[src/rtl/cordic_arbiter.sv]
// cordic_arbiter: shares one pipelined CORDIC between NREQ requesters.
// Round-robin issue, ID-tag pipeline, credit-gated FWFT response FIFO.
// Ports: clock/reset_n; req_valid/req_angle/req_ready (requesters);
// cordic_x_start/y_start/angle out, cordic_cosine/sine in (rotator);
// rsp_valid/rsp_ready/rsp_id/rsp_cos/rsp_sin (FIFO head); busy.
// Option: CORDIC_ARB_PRIO0_EN gives requester 0 fixed priority.
module cordic_arbiter #(
  parameter int NREQ       = 4,
  parameter int WIDTH      = 20,
  parameter int OUTW       = 32,
  parameter int LATENCY    = 20,
  parameter int FIFO_DEPTH = 32,
  parameter int X_INIT     = 39797
) (
  input  logic                     clock,
  input  logic                     reset_n,
  input  logic [NREQ-1:0]          req_valid,
  input  logic [32*NREQ-1:0]       req_angle,
  output logic [NREQ-1:0]          req_ready,
  output logic [WIDTH-1:0]         cordic_x_start,
  output logic [WIDTH-1:0]         cordic_y_start,
  output logic [31:0]              cordic_angle,
  input  logic [OUTW-1:0]          cordic_cosine,
  input  logic [OUTW-1:0]          cordic_sine,
  output logic                     rsp_valid,
  input  logic                     rsp_ready,
  output logic [$clog2(NREQ)-1:0]  rsp_id,
  output logic [OUTW-1:0]          rsp_cos,
  output logic [OUTW-1:0]          rsp_sin,
  output logic                     busy
);

  localparam int IDW = $clog2(NREQ);
  localparam int AW  = $clog2(FIFO_DEPTH);
  localparam int CW  = $clog2(FIFO_DEPTH + 1);
  localparam int EW  = IDW + 2 * OUTW;

  logic [IDW-1:0]     rr_q, rr_d;
  logic [CW-1:0]      cred_q, cred_d;
  logic [LATENCY-1:0] tv_q;
  logic [IDW-1:0]     tid_q [LATENCY];
  logic [AW-1:0]      wptr_q, rptr_q;
  logic [AW:0]        cnt_q, cnt_d;
  logic [EW-1:0]      mem_q [FIFO_DEPTH];
  logic [EW-1:0]      head;

  logic           gnt_v;
  logic [IDW-1:0] gnt_id;
  logic           rr_mv;
  logic [IDW:0]   cand;
  logic           issue;
  logic           wr;
  logic           pop;

  // Search from rr_q+1 with wrap; cand is one bit wider so the
  // modulo-NREQ wrap works for non-power-of-2 NREQ.
  always_comb begin
    gnt_v  = 1'b0;
    gnt_id = '0;
    rr_mv  = 1'b0;
    cand   = '0;
`ifdef CORDIC_ARB_PRIO0_EN
    if (req_valid[0]) gnt_v = 1'b1;
`endif
    for (int k = 1; k <= NREQ; k++) begin
      cand = {1'b0, rr_q} + (IDW+1)'(k);
      if (cand >= (IDW+1)'(NREQ))
        cand = cand - (IDW+1)'(NREQ);
`ifdef CORDIC_ARB_PRIO0_EN
      if (!gnt_v && cand != '0 &&
          req_valid[cand[IDW-1:0]]) begin
`else
      if (!gnt_v && req_valid[cand[IDW-1:0]]) begin
`endif
        gnt_v  = 1'b1;
        gnt_id = cand[IDW-1:0];
        rr_mv  = 1'b1;
      end
    end
  end

  assign issue = gnt_v & (cred_q != '0) & reset_n;

  always_comb begin
    req_ready = '0;
    if (issue) req_ready[gnt_id] = 1'b1;
  end

  always_comb begin
    cordic_angle = '0;
    for (int k = 0; k < NREQ; k++)
      if (issue && gnt_id == IDW'(k))
        cordic_angle = req_angle[32*k +: 32];
  end

  assign cordic_x_start = WIDTH'(X_INIT);
  assign cordic_y_start = '0;

  assign wr        = tv_q[LATENCY-1];
  assign rsp_valid = (cnt_q != '0);
  assign pop       = rsp_valid & rsp_ready;

  assign cnt_d  = cnt_q + (AW+1)'(wr) - (AW+1)'(pop);
  assign cred_d = cred_q - CW'(issue) + CW'(pop);
  assign rr_d   = (issue && rr_mv) ? gnt_id : rr_q;

  always_ff @(posedge clock) begin
    if (!reset_n) begin
      rr_q   <= IDW'(NREQ - 1);
      cred_q <= CW'(FIFO_DEPTH);
      tv_q   <= '0;
      wptr_q <= '0;
      rptr_q <= '0;
      cnt_q  <= '0;
    end else begin
      rr_q   <= rr_d;
      cred_q <= cred_d;
      tv_q   <= {tv_q[LATENCY-2:0], issue};
      wptr_q <= wptr_q + AW'(wr);
      rptr_q <= rptr_q + AW'(pop);
      cnt_q  <= cnt_d;
    end
  end

  // IDs and FIFO storage are qualified by tv_q / cnt_q, so no reset.
  always_ff @(posedge clock) begin
    tid_q[0] <= gnt_id;
    for (int k = 1; k < LATENCY; k++)
      tid_q[k] <= tid_q[k-1];
    if (wr)
      mem_q[wptr_q] <= {tid_q[LATENCY-1], cordic_cosine, cordic_sine};
  end

  assign head    = mem_q[rptr_q];
  assign rsp_id  = rsp_valid ? head[EW-1 -: IDW] : '0;
  assign rsp_cos = rsp_valid ? head[2*OUTW-1 -: OUTW] : '0;
  assign rsp_sin = rsp_valid ? head[OUTW-1:0] : '0;
  assign busy    = (|tv_q) | rsp_valid;

endmodule
[config.mk]
export PLATFORM = sky130hd
export DESIGN_NAME = cordic_arbiter
export DESIGN_NICKNAME = d
export VERILOG_FILES = /design/src/rtl/cordic_arbiter.sv
export SDC_FILE = /design/constraint.sdc
export NUM_CORES = 2
export LEC_CHECK = 0
export ABC_AREA = 1
export CAP_MARGIN = 0
export CORE_MARGIN = 3
export CORE_UTILIZATION = 59
export CTS_BUF_LIST = sky130_fd_sc_hd__clkbuf_16
export DETAILED_ROUTE_END_ITERATION = 6
export PLACE_DENSITY = 0.78
export SYNTH_ARGS = -nofsm -noshare
export SYNTH_HDL_FRONTEND = slang
export SYNTH_SLANG_ARGS = --single-unit
[constraint.sdc]
create_clock -name clock -period 5.1 [get_ports clock]
set_input_delay 0.765 -clock clock [delete_from_list [all_inputs] [get_ports clock]]
set_output_delay 0.765 -clock clock [all_outputs]
set_load 0.02 [all_outputs]
==> flow_summary.toml <==
[run_status]
status = "finished clean"

[die]
die_area_um2 = 151000
die_h_um = 389
start_util = 0.598
pin_count = 343
die_w_um = 389
num_rows = 139
coreArea_um2 = 145000

[routing]
vias = 59034
drtAntennaViolNets = 0
wirelength_um = 252000
first_iter_violations = 8832
drc = 0
via_per_inst = 6.58
wire_per_inst_um = 28.1
first_pass_iters = 6

[timing]
setup_ws_ns = 0.132
period_needed_ns = 4.97
skew_ns = 0.0443
finalHoldViolations = 0
fin_crit_sh = 0.974
slew_headroom = 0.189
tightestPinTransition_ns = 1.22
rsz0062_at_grt = "no"
setup_violations = 0
final.setup.tns_ns = 0
fmax_ghz = 0.201
maxSlewViolCount = 0

[finish]
drive_gt1_frac = 0.0678
nets = 7097
fillCellCount = 9572
area_growth_pct = 13.4
fin_util = 0.679

[hold_path]
hp-class = "reg2reg"
hold_depth = 0

[critical_path]
arrival_ns = 4.20
cp_max_fo = 207
crit_type = "reg2out"
cpPeakStageDelay_ns = 0.70
start_kind = "register"
path_cells = "buf_16, o21ai_0, o22ai_1, nand2_1, nand2_1, nand2_1, o21ai_1, o21ai_0, nor2_1, clkdlybuf4s50_1"
crit_top_cell = "nand2_1"
required_ns = 4.34
reg2reg_depth = 3
end_kind = "primary output"
crit_slowest_cell = "clkdlybuf4s50_1"

[power]
vdd_drop_max_uv = 355
leakage_nw = 32.4
pwr_density_cell_nw_per_um2 = 474

[yosys]
synth_ff_type = "edfxtp_1"
ys_types = 42
synth_cells = 6704
seq_area_frac_synth = 0.752
yosysWarnings = 0
synthArstFlopShare = 0
syn_area_um2 = 86600
ys_ff_latch = 2196
synth_edf_count = 2112
avgSynthCellArea_um2 = 12.9

[clocking]
cts_root_buffer = "clkbuf_16"
htree_levels = 4
numCtsBuffers = 205
cts_tree = "yes"
clkTransAtPathRegs_ns = 0.06
clk_latency_ns = 0.86
clock_sinks = 2196
cts_buffer_depth = 3
holdBufCountCts = 0

[global_routing]
grt_pass1_wl_um = 362000
grt_pass1_vias = 56603
grt_max_degree = 287
track_usage = 0.323
grt_overflow = 0
grt_antenna_before_repair = 26

[place]
routabilityCongestion = 0.890
pre_cts_slack_ns = 0.678
place_hpwl_um = 127000
portBuffers = 302

[run]
drv_cap = 0
## per-layer routing
metal,track usage,part of all wire,vias to the layer above
met3,0.0802,0.13,761
li1,-,-,25169
met4,0.150,0.049,34
met2,0.514,0.47,4428
met1,0.422,0.34,28642
met5,0,0.00094,-
## worst max-delay path, delay by kind of cell, from the launching register on
family | cells | cell delay [ns]
buffers and inverters | 2 | 1.28
AND/OR/NAND/NOR | 4 | 0.62
flip-flops | 1 | 0.45
AO/OA/AOI/OAI | 4 | 0.78
## sequential cells by signal, summed over array words and instances, names as in the netlist
name,flops
tv_q,20
mem_q,2112
tid_q,40
wptr_q,5
cred_q,6
rr_q,2
rptr_q,5
cnt_q,6
## cells by family after synthesis
| logic type | count (synthesis) | share of synthesized area |
|---|---|---|
| fa+ha+maj | 22 | 0.00335 |
| buf+inv | 605 | 0.0319 |
| compound gates | 1962 | 0.125 |
| other cells | 2 | 0.0000867 |
| simple gates | 1914 | 0.0876 |
| xor+xnor | 3 | 0.000303 |
| flops | 2196 | 0.752 |
## area by class of cell
type                    count  area (um2)  share of cell area
clock buffers             213        5330              0.0543
flip-flops and latches   2196       65100               0.663
well taps                1903        2380              0.0243
diodes                     12        30.0            0.000306
inverters                  78         338             0.00344
repair buffers            454        4820              0.0491
multi-input cells        3941       19100               0.195
clock inverters           168        1050              0.0107
## synth_stat cells (2+ instances only)
cell type	count	area share
conb_1	2	0.000087
buf_6	4	0.00052
edfxtp_1	2112	0.73
o22ai_1	482	0.035
buf_4	87	0.0075
nor2_4	3	0.00039
nor3_1	3	0.00017
xnor2_1	2	0.00020
buf_1	20	0.00087
o221ai_1	85	0.0086
nand2_1	351	0.015
a21o_1	2	0.00017
nor2_1	1360	0.059
a21oi_1	30	0.0017
ha_1	20	0.0029
clkbuf_1	312	0.014
or2_2	3	0.00022
o21ai_1	96	0.0055
nand4_1	66	0.0048
nand4_2	2	0.00029
a31oi_1	10	0.00072
o211ai_1	21	0.0018
fa_1	2	0.00046
nand3_1	115	0.0066
inv_2	7	0.00030
o21bai_1	2	0.00017
inv_1	69	0.0030
dfxtp_1	84	0.019
buf_2	104	0.0060
nand2_2	2	0.00014
o21ai_0	1232	0.071
nor4_1	4	0.00029
## what timing repair did
action,in CTS,in global routing
buffers inserted,0,3
resized for setup,3,8
setup endpoints to repair,2,30
gates cloned,0,4
## layout by cell type, fill, tap and decap left out, drive strengths merged, types with 30 or more instances in the layout
cell and count:
edfxtp 2112, nor2 1364, o21ai 1328, o22ai 482
nand2 354, clkdlybuf4s50 302, clkbuf 217, buf 148
inv 141, nand3 116, clkinv 92, o221ai 85
dfxtp 84, nand4 68, conb 40, a21oi 30
## path summary, 6_finish.rpt
kind / slack, ns / to / startpoint
worst min-delay path: 0.32 / tid_q[1][1]$_DFF_P_ / tid_q[0][3]$_DFF_P_
worst min register to register: 0.32 / tid_q[1][1]$_DFF_P_ / tid_q[0][3]$_DFF_P_
worst max register to register: 1.95 / mem_q[7][31]$_DFFE_PP_ / tv_q[19]$_SDFF_PN0_
worst max-delay path: 0.13 / rsp_cos[13] / rptr_q[1]$_SDFF_PN0_
## report_power, final
group	leakage [nW]	internal [mW]	switching, mW
sequential	19.7	20.1	0.182
combinational	9.42	3.84	8.02
clock	3.36	7.98	6.50
total	32.4	31.9	14.7
## stage by stage
step | instance area (um2) | instances | power, mW | hold WS (ns)
after floorplan | 86700 | 6742 | 27.8 | 0.310
after global placement | 91600 | 8565 | 31.8 | 0.310
after detailed placement | 91600 | 8565 | 32.0 | 0.312
after CTS | 98000 | 8946 | 46.3 | 0.322
after global routing | 98200 | 8956 | 48.3 | 0.330
final | 98200 | 8965 | 46.6 | 0.319
Note: power is estimated with default switching activity, not from simulation.
